`src/rtl/obs_pkg.sv`:
```
// -----------------------------------------------------------------------------
// obs_pkg
// Shared types and constants for the bouncing-obstacle sprite controller.
//   state_t        : sequencing states of obs_move_ctrl
//   dir_t          : vertical travel direction
//   sprite geometry: SPRITE_W x SPRITE_H pixels, PIX_PER_SPRITE plots per pass
//   COL_ERASE      : colour written when removing the sprite
//   Y_MAX_DEFAULT  : default lowest top-row position before bouncing
// -----------------------------------------------------------------------------
package obs_pkg;

    typedef enum logic [2:0] {
        ST_IDLE  = 3'd0,
        ST_DRAW  = 3'd1,
        ST_WAIT  = 3'd2,
        ST_ERASE = 3'd3,
        ST_STEP  = 3'd4
    } state_t;

    typedef enum logic {
        DIR_DOWN = 1'b0,
        DIR_UP   = 1'b1
    } dir_t;

    localparam int SPRITE_W       = 2;
    localparam int SPRITE_H       = 16;
    localparam int PIX_PER_SPRITE = SPRITE_W * SPRITE_H;

    // Pixel counter layout: low ROW_W bits select the row, the top bit the column.
    localparam int ROW_W = $clog2(SPRITE_H);
    localparam int P_W   = $clog2(PIX_PER_SPRITE);

    localparam logic [2:0] COL_ERASE     = 3'd0;
    localparam int         Y_MAX_DEFAULT = 104;

endpackage

```
`src/rtl/frame_tick_gen.sv`:
```
// -----------------------------------------------------------------------------
// frame_tick_gen
// Free-running frame/move timebase. A clock divider counts CLK_PER_FRAME
// cycles per frame; a frame counter counts FRAMES_PER_MOVE frames per move.
// Both advance only while enable is high.
//   clock     in  : system clock
//   reset     in  : synchronous, active-high reset
//   enable    in  : advances the timebase; low freezes both counters
//   move_tick out : registered one-cycle pulse, the cycle after the frame
//                   counter wraps
// -----------------------------------------------------------------------------
module frame_tick_gen #(
    parameter int CLK_PER_FRAME   = 833334,
    parameter int FRAMES_PER_MOVE = 10
) (
    input  logic clock,
    input  logic reset,
    input  logic enable,
    output logic move_tick
);

    localparam int DIV_W = (CLK_PER_FRAME   > 1) ? $clog2(CLK_PER_FRAME)   : 1;
    localparam int FRM_W = (FRAMES_PER_MOVE > 1) ? $clog2(FRAMES_PER_MOVE) : 1;

    localparam logic [DIV_W-1:0] DIV_LAST = DIV_W'(CLK_PER_FRAME - 1);
    localparam logic [FRM_W-1:0] FRM_LAST = FRM_W'(FRAMES_PER_MOVE - 1);

    logic [DIV_W-1:0] div_q, div_d;
    logic [FRM_W-1:0] frm_q, frm_d;
    logic             tick_q, tick_d;

    always_comb begin
        div_d  = div_q;
        frm_d  = frm_q;
        tick_d = 1'b0;
        if (enable) begin
            if (div_q == DIV_LAST) begin
                div_d = '0;
                if (frm_q == FRM_LAST) begin
                    frm_d  = '0;
                    tick_d = 1'b1;
                end else begin
                    frm_d = frm_q + FRM_W'(1);
                end
            end else begin
                div_d = div_q + DIV_W'(1);
            end
        end
    end

    always_ff @(posedge clock) begin
        if (reset) begin
            div_q  <= '0;
            frm_q  <= '0;
            tick_q <= 1'b0;
        end else begin
            div_q  <= div_d;
            frm_q  <= frm_d;
            tick_q <= tick_d;
        end
    end

    // Registered so move_tick has no combinational path from enable.
    assign move_tick = tick_q;

endmodule

```
`src/rtl/obs_move_ctrl.sv`:
```
// -----------------------------------------------------------------------------
// obs_move_ctrl
// Sequencer for one bouncing 2x16 obstacle sprite. Owns position/direction,
// and on each move drives the VGA plot port through erase-old, step,
// draw-new passes.
//   clock     in  : system clock
//   reset     in  : synchronous, active-high reset
//   enable    in  : advances the frame timebase
//   load      in  : one-cycle spawn pulse (honoured only when idle)
//   load_x    in  : spawn column
//   x, y      out : plot coordinates
//   colour    out : plot colour (OBS_COLOUR when drawing, 0 when erasing)
//   plot      out : VGA write strobe
//   busy      out : high during DRAW, ERASE and STEP
//   move_tick out : one-cycle pulse when a move becomes due
// -----------------------------------------------------------------------------
module obs_move_ctrl
    import obs_pkg::*;
#(
    parameter int         CLK_PER_FRAME   = 833334,
    parameter int         FRAMES_PER_MOVE = 10,
    parameter int         Y_MAX           = Y_MAX_DEFAULT,
    parameter logic [2:0] OBS_COLOUR      = 3'd1
) (
    input  logic       clock,
    input  logic       reset,
    input  logic       enable,
    input  logic       load,
    input  logic [7:0] load_x,
    output logic [7:0] x,
    output logic [6:0] y,
    output logic [2:0] colour,
    output logic       plot,
    output logic       busy,
    output logic       move_tick
);

    localparam logic [P_W-1:0] PIX_LAST = P_W'(PIX_PER_SPRITE - 1);
    localparam logic [6:0]     Y_LAST   = 7'(Y_MAX);

    state_t         state_q, state_d;
    logic [7:0]     pos_x_q, pos_x_d;
    logic [6:0]     pos_y_q, pos_y_d;
    dir_t           dir_q, dir_d;
    logic [P_W-1:0] p_q, p_d;
    logic           move_pend_q, move_pend_d;
    logic           plotting;

    frame_tick_gen #(
        .CLK_PER_FRAME   (CLK_PER_FRAME),
        .FRAMES_PER_MOVE (FRAMES_PER_MOVE)
    ) u_tick (
        .clock     (clock),
        .reset     (reset),
        .enable    (enable),
        .move_tick (move_tick)
    );

    always_comb begin
        state_d   = state_q;
        pos_x_d   = pos_x_q;
        pos_y_d   = pos_y_q;
        dir_d     = dir_q;
        p_d       = p_q;
        // A tick is folded in immediately so WAIT can react in the same cycle
        // the tick is visible; repeated ticks simply keep the flag set.
        move_pend_d = move_pend_q | move_tick;

        case (state_q)
            ST_IDLE: begin
                if (load) begin
                    pos_x_d = load_x;
                    pos_y_d = '0;
                    dir_d   = DIR_DOWN;
                    p_d     = '0;
                    state_d = ST_DRAW;
                end
            end
            ST_DRAW: begin
                p_d = p_q + P_W'(1);          // wraps to 0 after the last pixel
                if (p_q == PIX_LAST) begin
                    state_d = ST_WAIT;
                end
            end
            ST_WAIT: begin
                if (move_pend_d) begin
                    move_pend_d = 1'b0;
                    state_d     = ST_ERASE;
                end
            end
            ST_ERASE: begin
                p_d = p_q + P_W'(1);
                if (p_q == PIX_LAST) begin
                    state_d = ST_STEP;
                end
            end
            ST_STEP: begin
                state_d = ST_DRAW;
                if (dir_q == DIR_DOWN) begin
                    if (pos_y_q == Y_LAST) begin
                        dir_d   = DIR_UP;
                        pos_y_d = pos_y_q - 7'd1;
                    end else begin
                        pos_y_d = pos_y_q + 7'd1;
                    end
                end else begin
                    if (pos_y_q == 7'd0) begin
                        dir_d   = DIR_DOWN;
                        pos_y_d = pos_y_q + 7'd1;
                    end else begin
                        pos_y_d = pos_y_q - 7'd1;
                    end
                end
            end
            default: state_d = ST_IDLE;
        endcase
    end

    always_ff @(posedge clock) begin
        if (reset) begin
            state_q     <= ST_IDLE;
            pos_x_q     <= '0;
            pos_y_q     <= '0;
            dir_q       <= DIR_DOWN;
            p_q         <= '0;
            move_pend_q <= 1'b0;
        end else begin
            state_q     <= state_d;
            pos_x_q     <= pos_x_d;
            pos_y_q     <= pos_y_d;
            dir_q       <= dir_d;
            p_q         <= p_d;
            move_pend_q <= move_pend_d;
        end
    end

    // Outputs decode from registered state only; coordinates are forced to 0
    // whenever no pixel is being written.
    always_comb begin
        plotting = (state_q == ST_DRAW) || (state_q == ST_ERASE);
        plot     = plotting;
        busy     = plotting || (state_q == ST_STEP);
        x        = plotting ? (pos_x_q + 8'(p_q[P_W-1]))      : 8'd0;
        y        = plotting ? (pos_y_q + 7'(p_q[ROW_W-1:0])) : 7'd0;
        colour   = (state_q == ST_DRAW) ? OBS_COLOUR : COL_ERASE;
    end

endmodule
```
`config.mk`:
```
export PLATFORM = sky130hd
export DESIGN_NAME = obs_move_ctrl
export DESIGN_NICKNAME = d
export VERILOG_FILES = /design/src/rtl/obs_pkg.sv /design/src/rtl/frame_tick_gen.sv /design/src/rtl/obs_move_ctrl.sv
export SDC_FILE = /design/constraint.sdc
export NUM_CORES = 1
export LEC_CHECK = 0
export ABC_CLOCK_PERIOD_IN_PS = 2520
export BUFFER_PORTS_ARGS = -buffer_cell sky130_fd_sc_hd__buf_2
export CORE_UTILIZATION = 46
export CTS_CLUSTER_DIAMETER = 30
export DETAILED_ROUTE_END_ITERATION = 16
export GPL_ROUTABILITY_DRIVEN = 0
export PLACE_DENSITY = 0.65
export SETUP_SLACK_MARGIN = 0.4
export SLEW_MARGIN = 20
export SYNTH_ARGS = -nofsm -noshare
export SYNTH_HDL_FRONTEND = slang
export SYNTH_SLANG_ARGS = --single-unit
```
`constraint.sdc`:
```
create_clock -name clock -period 2.52 [get_ports clock]
set_input_delay 0.126 -clock clock [delete_from_list [all_inputs] [get_ports clock]]
set_output_delay 0.126 -clock clock [all_outputs]
set_load 0.03 [all_outputs]
```
==> impl_metrics.yaml, run 1 <==
outcome:
  status: "completed"
clock_network:
  clock_latency_ns: 0.30
  h-tree-depth: 2
  cts-root-buf: "clkbuf_8"
  clk_path_buf_depth: 2
  tritoncts.num_buffers: 5
  cts_tree: "done"
  path_clk_slew_ns: 0.09
  numClockSinks: 50
final_layout:
  postLayoutCellArea_um2: 3230
  antenna_cells: 0
  layout.cells.non_filler: 456
  drive_gt1_frac: 0.173
  area_growth_pct: 11.7
  nets: 406
route:
  drc: 0
  drt_pre_antenna_iters: 4
  drtAntennaViolNets: 0
  routed_wl_um: 5860
  vias: 2461
  drtIter0Drc: 76
  avgRoutedWirePerCell_um: 12.9
  viasPerCell: 5.40
global_routing:
  grt_pass1_vias: 2254
  grt_max_degree: 37
  antenna_found_initial: 0
  overflow: 0
  grt_pass1_wl_um: 9880
  grt_usage: 0.189
setup_path:
  crit_required_ns: 2.39
  endpoint_kind: "primary output"
  cp_cell_sequence: "ha_4 > fa_2 > a21o_1 > a21oi_2 > o21ai_1 > a21oi_1 > buf_4"
  r2r-start: "pos_y_q[3]"
  r2r_cells: 5
  slowest_delay_ns: 0.36
  arrival_ns: 1.95
  worstSetupStartpointType: "flip-flop"
  crit_slowest_cell: "dfxtp_4"
  cp_max_fo: 3
  criticalPathCategory: "flip-flop to primary output"
  reg2reg_slack_ns: 0.49
  r2r-end: "pos_y_q[4]"
timing:
  clock_skew_ns: 0.0111
  setup_violations: 0
  max_slew.worst_pin.slew_ns: 0.678
  finalSetupTns_ns: 0
  max_freq_ghz: 0.482
  fin_crit_sh: 0.823
  fin_crit_ns: 2.07
  drv_slew: 0
  rsz0062_at_grt: "yes"
  slew_headroom: 0.545
  hold_viol: 0
floorplanning:
  dieWidth_um: 81.3
  start_util: 0.482
  die_h_um: 81.3
  ioPinCount: 33
  fp.coreArea_um2: 5990
  dieArea_um2: 6600
  rows: 28
yosys:
  synth_flop_cell: "dfxtp_1"
  yosysUniqueCellTypes: 56
  synth-edff-count: 0
  yosysWarnings: 0
  synthArstFlopShare: 0
  syn-cell-area_um2: 2890
  synth_area_per_cell_um2: 8.07
  ys_ff_latch: 50
  ys_seq_area_frac: 0.346
  synthCells: 358
hold_path:
  hold_path_end: "pos_x_q[6]"
  hp-start: "load_x[6]"
  hold_path.class: "primary input to flip-flop"
  worstHoldPathCells: 3
placed_design:
  portBuffers: 30
  dpl_cell_area_um2: 3060
  place_inst: 445
  dpl.hpwl_um: 4170
power_and_ir_drop:
  irDropWorstVdd_v: 0.000302
  p_leak_nw: 1.29
  total_power_mw: 1.45
  power.density_nw_per_um2: 450
run:
  maxCapViolations: 0
cells by family after synthesis:
group / count (synthesis) / synth area share
compound gates: 56 / 0.135
buf+inv: 30 / 0.0463
flops: 50 / 0.346
other cells: 1 / 0.00130
xor+xnor: 32 / 0.0970
mux: 5 / 0.0178
fa+ha+maj: 14 / 0.0632
simple gates: 170 / 0.293
worst max path at each step:
| stage | startpoint | endpoint | slack (ns) | cells after the start |
|---|---|---|---|---|
| final | p_q[0] | y[6] | 0.45 | 7 |
| after global routing | p_q[0] | y[6] | 0.34 | 7 |
| after CTS | p_q[0] | y[6] | 0.38 | 7 |
| after detailed placement | pos_y_q[0] | y[6] | 0.46 | 7 |
| after global placement | pos_y_q[0] | y[6] | 0.49 | 7 |
| after floorplan | state_q[2] | y[5] | 0.42 | 7 |
layout by cell type, fill, tap and decap left out, types with 2 or more instances in the layout:
cell type / instances
xnor2_1: 14
nand2b_1: 8
buf_2: 28
o211ai_1: 2
conb_1: 2
a21oi_1: 21
nor3_1: 9
and3_1: 5
nor4_1: 4
inv_1: 7
dfxtp_4: 3
dfxtp_2: 2
mux2i_1: 4
dfxtp_1: 45
xor2_1: 18
nor2_1: 51
nand2_1: 40
and2_1: 4
a211oi_1: 3
a211o_1: 2
nand4_1: 8
nand3b_1: 3
o21a_1: 2
a21o_1: 3
ha_1: 12
and3_2: 2
clkbuf_8: 6
buf_4: 9
o21ai_1: 2
or3_1: 3
nand3_1: 19
a21oi_2: 2
nor3b_1: 4
o21ai_0: 6
state kept, by name, indices dropped and copies added (netlist names):
| register | count |
|---|---|
| pos_y_q | 7 |
| u_tick.div_q | 20 |
| dir_q | 1 |
| state_q | 3 |
| u_tick.frm_q | 4 |
| p_q | 5 |
| move_pend_q | 1 |
| u_tick.move_tick | 1 |
| pos_x_q | 8 |
where the power goes:
group / total [mW] / switching, mW / internal (mW)
Sequential: 0.819 / 0.0168 / 0.802
Combinational: 0.130 / 0.0869 / 0.0436
Clock: 0.505 / 0.278 / 0.227
stage by stage:
| step | hold WS (ns) | worst slack, ns | util |
|---|---|---|---|
| after CTS | 0.0531 | 0.377 | 0.532 |
| final | 0.0586 | 0.445 | 0.539 |
| after global routing | 0.0511 | 0.344 | 0.539 |
| after global placement | 0.370 | 0.489 | 0.511 |
| after detailed placement | 0.377 | 0.463 | 0.511 |
| after floorplan | 0.262 | 0.424 | - |
synth_stat cells, drive strengths merged, types with 3 or more instances:
cell type  count  area share
nor2          51       0.066
dfxtp         50        0.35
nand2         40       0.052
a21oi         23       0.040
nand3         19       0.033
xor2          18       0.055
clkbuf        15       0.019
xnor2         14       0.042
ha            13       0.056
o21ai         10       0.023
nor3           9       0.016
buf            8       0.018
nand2b         8       0.017
nand4          8       0.017
and3           7       0.016
inv            7      0.0091
nor4           5       0.011
a21o           4       0.011
and2           4      0.0087
mux2i          4       0.014
nor3b          4       0.010
a211oi         3      0.0078
nand3b         3      0.0078
or3            3      0.0065
cell type report:
type	count	area, µm²
clock inverter	2	16.3
fill	573	2760
multi-input combinational	279	1790
sequential	50	1010
tap	75	93.8
timing repair buffer	37	208
inverter	7	26.3
clock buffer	6	82.6
critical path, delay by kind of cell, from the launching register on:
family / cells / cell delay, ns
compound gates: 4 / 0.60
fa+ha+maj: 2 / 0.52
flops: 1 / 0.36
buf+inv: 1 / 0.17
layer usage:
metal	routed length (µm)	part of all wire	vias up	global-route usage
li1	-	-	1274	-
met3	167	0.028	4	0.0348
met5	0	0	-	0
met4	47	0.0080	0	0.0446
met1	2860	0.49	1152	0.234
met2	2790	0.48	31	0.334
what timing repair did:
action	in CTS	in global routing
pin swaps	1	6
endpoints found under the setup margin	3	4
buffers inserted	1	2
hold buffers	0	0
hold endpoints to repair	0	0
gates resized for setup	11	7
No activity file was read; power rests on OpenSTA's default activity.
==> run 2, diff against run 1 <==
Settings changed: ABC_CLOCK_PERIOD_IN_PS 2520 to 2000.
Clock period 2.52 ns to 2 ns, I/O delays scaled along.
==> run 2 against run 1 <==
Wire length rose by 27%. Largest cell class unchanged. The flow now finishes with violations (setup timing). Register-to-register slack got worse by 0.36 ns. Highest routed layer unchanged. Global-route usage rose by 3.6 points. Sequential share of layout area fell by 5.9 points. Non-clock buffer count rose by 41.
==> impl_metrics.yaml, run 2 (synthesis results as in run 1) <==
final_layout:
  fillerInstances: 475
  final_common_cell: "nand2_1"
  largest_register_ffs: 20
  antenna_cells: 0
  nets: 447
  mostFrequentLayoutCells: "nand2_1, buf_4, nor2_1, dfxtp_1"
  area_growth_pct: 43.3
  layout.cells.non_filler: 497
  postLayoutCellArea_um2: 4140
  reg_top3: "u_tick.div_q: 20 flops, pos_x_q: 8 flops, pos_y_q: 7 flops"
  drive_gt1_frac: 0.453
  regMostFlops: "u_tick.div_q"
  multi_input_area_um2: 2230
  seq_area_um2: 1060
power_and_ir_drop:
  irDropWorstVdd_v: 0.000385
  combPwrFrac: 0.117
  swShare: 0.279
  power.density_nw_per_um2: 448
  p_leak_nw: 1.58
  clkPwrFrac: 0.326
  internal_power_mw: 1.34
  seqPwrFrac: 0.557
  switchingPower_mw: 0.518
timing:
  clock_skew_ns: 0.0121
  fin_ws_ns: -0.0688
  max_freq_ghz: 0.483
  fin_crit_ns: 2.07
  fin_crit_sh: 1.03
  rsz0062_at_grt: "yes"
  finalSetupTns_ns: -0.159
  hold_slack_ns: 0.00609
  max_slew.worst_pin.slew_ns: 0.690
  slew_headroom: 0.535
  hold_viol: 0
  drv_slew: 0
  setup_violations: 3
placed_design:
  dpl_cell_area_um2: 3200
  place_inst: 456
  dpl.hpwl_um: 4330
  portBuffers: 30
route:
  met3_length_um: 320
  route.met2.wl_um: 3840
  drtAntennaViolNets: 0
  drc: 0
  met1Wirelength_um: 3200
  routed_wl_um: 7430
  drtIter0Drc: 158
  vias: 2724
  drt_pre_antenna_iters: 4
  routed.top_layer: "met4"
  viasPerCell: 5.48
  avgRoutedWirePerCell_um: 15.0
setup_path:
  worstSetupStartpointType: "flip-flop"
  arrival_ns: 1.97
  r2r_cells: 5
  r2r-end: "pos_y_q[4]"
  slowest_delay_ns: 0.36
  reg2reg_slack_ns: 0.13
  cp_max_fo: 3
  crit_family: "adder cells"
  critPathBufInv: 1
  cp_cell_sequence: "ha_4 > fa_2 > a21o_1 > a21oi_4 > xor2_2 > nor2_4 > buf_6"
  crit_required_ns: 1.90
  crit_slowest_cell: "dfxtp_4"
  critPathLaunch: "pos_y_q[0]"
  r2r-start: "pos_y_q[4]"
  criticalPathCategory: "flip-flop to primary output"
  endpoint_kind: "primary output"
outcome:
  violations: "setup timing"
  status: "finished, violations left"
floorplanning:
  fp.coreArea_um2: 5990
  die_h_um: 81.3
  start_util: 0.482
  rows: 28
  dieWidth_um: 81.3
  ioPinCount: 33
  dieArea_um2: 6600
clock_network:
  cts_tree: "done"
  path_clk_slew_ns: 0.10
  numClockSinks: 50
  tritoncts.num_buffers: 5
  cts-root-buf: "clkbuf_8"
  clk_path_buf_depth: 2
  h-tree-depth: 2
  clock_latency_ns: 0.31
global_routing:
  grt_pass1_wl_um: 11400
  grt_pass1_vias: 2528
  overflow: 0
  antenna_found_initial: 0
  grt_usage: 0.225
  grt_max_degree: 24
run:
  maxCapViolations: 0
hold_path:
  hp-start: "load_x[4]"
  hold_path.class: "primary input to flip-flop"
  hold_path_end: "pos_x_q[4]"
  worstHoldPathCells: 3
## run 2: final cells by class
cell class | instances | share of cell area
Sequential cell | 50 | 0.255
Inverter | 7 | 0.00635
Tap cell | 75 | 0.0227
Clock buffer | 5 | 0.0166
Timing Repair Buffer | 78 | 0.154
Multi-Input combinational cell | 279 | 0.540
Clock inverter | 3 | 0.00514
## run 2: what timing repair did
item                                   CTS  global route
buffers inserted                        27             2
gates cloned                             1             1
setup endpoints to repair               41            51
pin swaps                               25            37
resized for setup                       87            63
endpoints found under the hold margin    0             2
hold buffers                             0             2
## run 2: worst max-delay path by stage
stage	to	slack, ns	depth (start not counted)
after floorplan	pos_y_q[4]	0.21	6
after global placement	y[4]	0.16	7
after detailed placement	y[5]	0.13	7
after CTS	y[6]	-0.08	7
after global routing	y[6]	-0.14	7
final	y[4]	-0.07	7
## run 2: worst reg2reg max path, stage by stage (launching register included)
cell	delay (ns)
dfxtp_4	0.38
or4_4	0.55
o21ai_4	0.22
mux2_4	0.34
nor4b_2	0.22
a211o_1	0.12
## run 2: stage by stage
stage,total power [mW],utilization,setup slack (ns)
final,1.85,0.691,-0.0688
after global routing,1.94,0.691,-0.141
after CTS,1.84,0.641,-0.0848
after detailed placement,1.23,0.535,0.126
after global placement,1.23,0.535,0.155
after floorplan,1.18,-,0.214
## run 2: routing by layer
metal  track usage  vias up
li1              -     1359
met1         0.277     1302
met2         0.392       57
met3        0.0483        6
met4        0.0625        0
met5             0        -
## run 2: power groups by stage
stage | clock, mW | sequential (mW) | combinational, mW
2_1_floorplan | 0 | 1.05 | 0.124
3_3_place_gp | 0 | 1.06 | 0.170
3_5_place_dp | 0 | 1.06 | 0.171
4_1_cts | 0.618 | 1.03 | 0.187
5_1_grt | 0.666 | 1.04 | 0.237
6_report | 0.605 | 1.03 | 0.216
==> run 3, diff against run 2 <==
Settings changed: ABC_CLOCK_PERIOD_IN_PS 2000 to 2150.
Clock period 2 ns to 2.15 ns, I/O delays scaled along.
==> run 3 against run 2 <==
The flow now finishes without violations. Clock-buffer cell count unchanged. Clock power up 11%. Wire length down 16%. Flip-flop and latch count unchanged. Non-clock buffer count down 30. Design area down 15%. Via count down 6.5%. Die area unchanged. Highest routed layer unchanged.
==> impl_metrics.yaml, run 3 (synthesis results as in run 1) <==
outcome:
  status: "completed"
clock_network:
  hold_buffers: 0
  numClockSinks: 50
  clk_path_buf_depth: 2
  path_clk_slew_ns: 0.10
  cts-root-buf: "clkbuf_8"
  tritoncts.num_buffers: 5
  clock_latency_ns: 0.31
  h-tree-depth: 2
  cts_tree: "done"
setup_path:
  r2r-start: "pos_y_q[3]"
  criticalPathCategory: "flip-flop to primary output"
  endpoint_kind: "primary output"
  reg2reg_slack_ns: 0.23
  cp_max_fo: 3
  crit_required_ns: 2.04
  r2r-end: "pos_y_q[4]"
  worstSetupStartpointType: "flip-flop"
  r2r_cells: 5
  arrival_ns: 1.93
power_and_ir_drop:
  irDropWorstVdd_v: 0.000361
  power.density_nw_per_um2: 512
  p_leak_nw: 1.35
  total_power_mw: 1.80
timing:
  fin_ws_ns: 0.113
  max_slew.worst_pin.slew_ns: 0.636
  rsz0062_at_grt: "yes"
  fin_crit_ns: 2.04
  hold_viol: 0
  setup_violations: 0
  fin_crit_sh: 0.948
  max_freq_ghz: 0.491
  slew_headroom: 0.572
  drv_slew: 0
  clock_skew_ns: 0.00832
  finalSetupTns_ns: 0
  hold_slack_ns: 0.0190
placed_design:
  pre_cts_slack_ns: 0.292
  portBuffers: 30
  place_inst: 451
  dpl.hpwl_um: 4250
final_layout:
  regMostFlops: "u_tick.div_q"
  drive_gt1_frac: 0.278
  fillerInstances: 568
  reg_top3: "u_tick.div_q: 20 flops, pos_x_q: 8 flops, pos_y_q: 7 flops"
  layout.cells.non_filler: 467
  nets: 417
  antenna_cells: 0
  largest_register_ffs: 20
  mostFrequentLayoutCells: "nor2_1, nand2_1, dfxtp_1, buf_4, buf_2"
  final_common_cell: "nor2_1"
  area_growth_pct: 21.5
global_routing:
  grt_pass1_wl_um: 10200
  overflow: 0
  grt_usage: 0.198
  grt_pass1_vias: 2304
  antenna_found_initial: 0
  grt_max_degree: 22
route:
  viasPerCell: 5.45
  routed_wl_um: 6210
  drtAntennaViolNets: 0
  avgRoutedWirePerCell_um: 13.3
  drt_pre_antenna_iters: 4
  drtIter0Drc: 186
  drc: 0
  vias: 2547
floorplanning:
  die_h_um: 81.3
  ioPinCount: 33
  fp.coreArea_um2: 5990
  rows: 28
  start_util: 0.482
  dieWidth_um: 81.3
  dieArea_um2: 6600
run:
  maxCapViolations: 0
hold_path:
  hp-start: "load_x[0]"
  worstHoldPathCells: 3
  hold_path.class: "primary input to flip-flop"
  hold_path_end: "pos_x_q[0]"
[run 3: layer usage]
| metal | vias to the layer above | part of all wire | GRT usage | routed length, µm |
|---|---|---|---|---|
| met5 | - | 0 | 0 | 0 |
| met4 | 0 | 0.015 | 0.0804 | 96 |
| met3 | 11 | 0.036 | 0.0348 | 222 |
| met2 | 59 | 0.49 | 0.354 | 3040 |
| met1 | 1181 | 0.46 | 0.233 | 2840 |
| li1 | 1296 | - | - | - |
[run 3: worst max-delay path by stage]
stage               startpoint    endpoint  slack, ns  cells after the start
finish                  p_q[0]        y[4]       0.11                      7
global route            p_q[0]        y[6]       0.03                      7
CTS                     p_q[0]        y[6]       0.09                      7
detailed placement  pos_y_q[2]  pos_y_q[4]       0.29                      5
global placement    pos_y_q[5]  pos_y_q[6]       0.34                      5
floorplan           pos_y_q[3]  pos_y_q[4]       0.36                      6
[run 3: report_power, final]
| group | switching (mW) | internal, mW | total, mW |
|---|---|---|---|
| sequential | 0.0210 | 0.938 | 0.959 |
| combinational | 0.107 | 0.0581 | 0.165 |
| clock | 0.326 | 0.346 | 0.672 |
[run 3: area by class of cell]
| type | count | area [µm²] | share of cell area |
|---|---|---|---|
| clock inverter | 3 | 45.0 | 0.0128 |
| timing repair buffer | 48 | 332 | 0.0945 |
| multi-input combinational | 279 | 1910 | 0.544 |
| inverter | 7 | 26.3 | 0.00749 |
| clock buffer | 5 | 68.8 | 0.0196 |
| tap | 75 | 93.8 | 0.0267 |
| sequential | 50 | 1030 | 0.294 |
[run 3: stage by stage]
step / utilization / cell area (µm²)
global placement: 0.525 / 3150
CTS: 0.564 / 3380
detailed placement: 0.525 / 3150
floorplan: - / 2930
global route: 0.586 / 3510
finish: 0.586 / 3510
[run 3: worst max-delay path, stage by stage (launching register included)]
cell and delay [ns]:
dfxtp_2 0.35, ha_4 0.16, fa_2 0.34, a21o_1 0.20
a21oi_2 0.19, xor2_1 0.19, nor2_2 0.05, buf_6 0.14
[run 3: timing repair]
| item | CTS | global route |
|---|---|---|
| gates resized for setup | 23 | 34 |
| endpoints found under the setup margin | 14 | 25 |
| setup buffers | 6 | 2 |
| pin swaps | 15 | 9 |
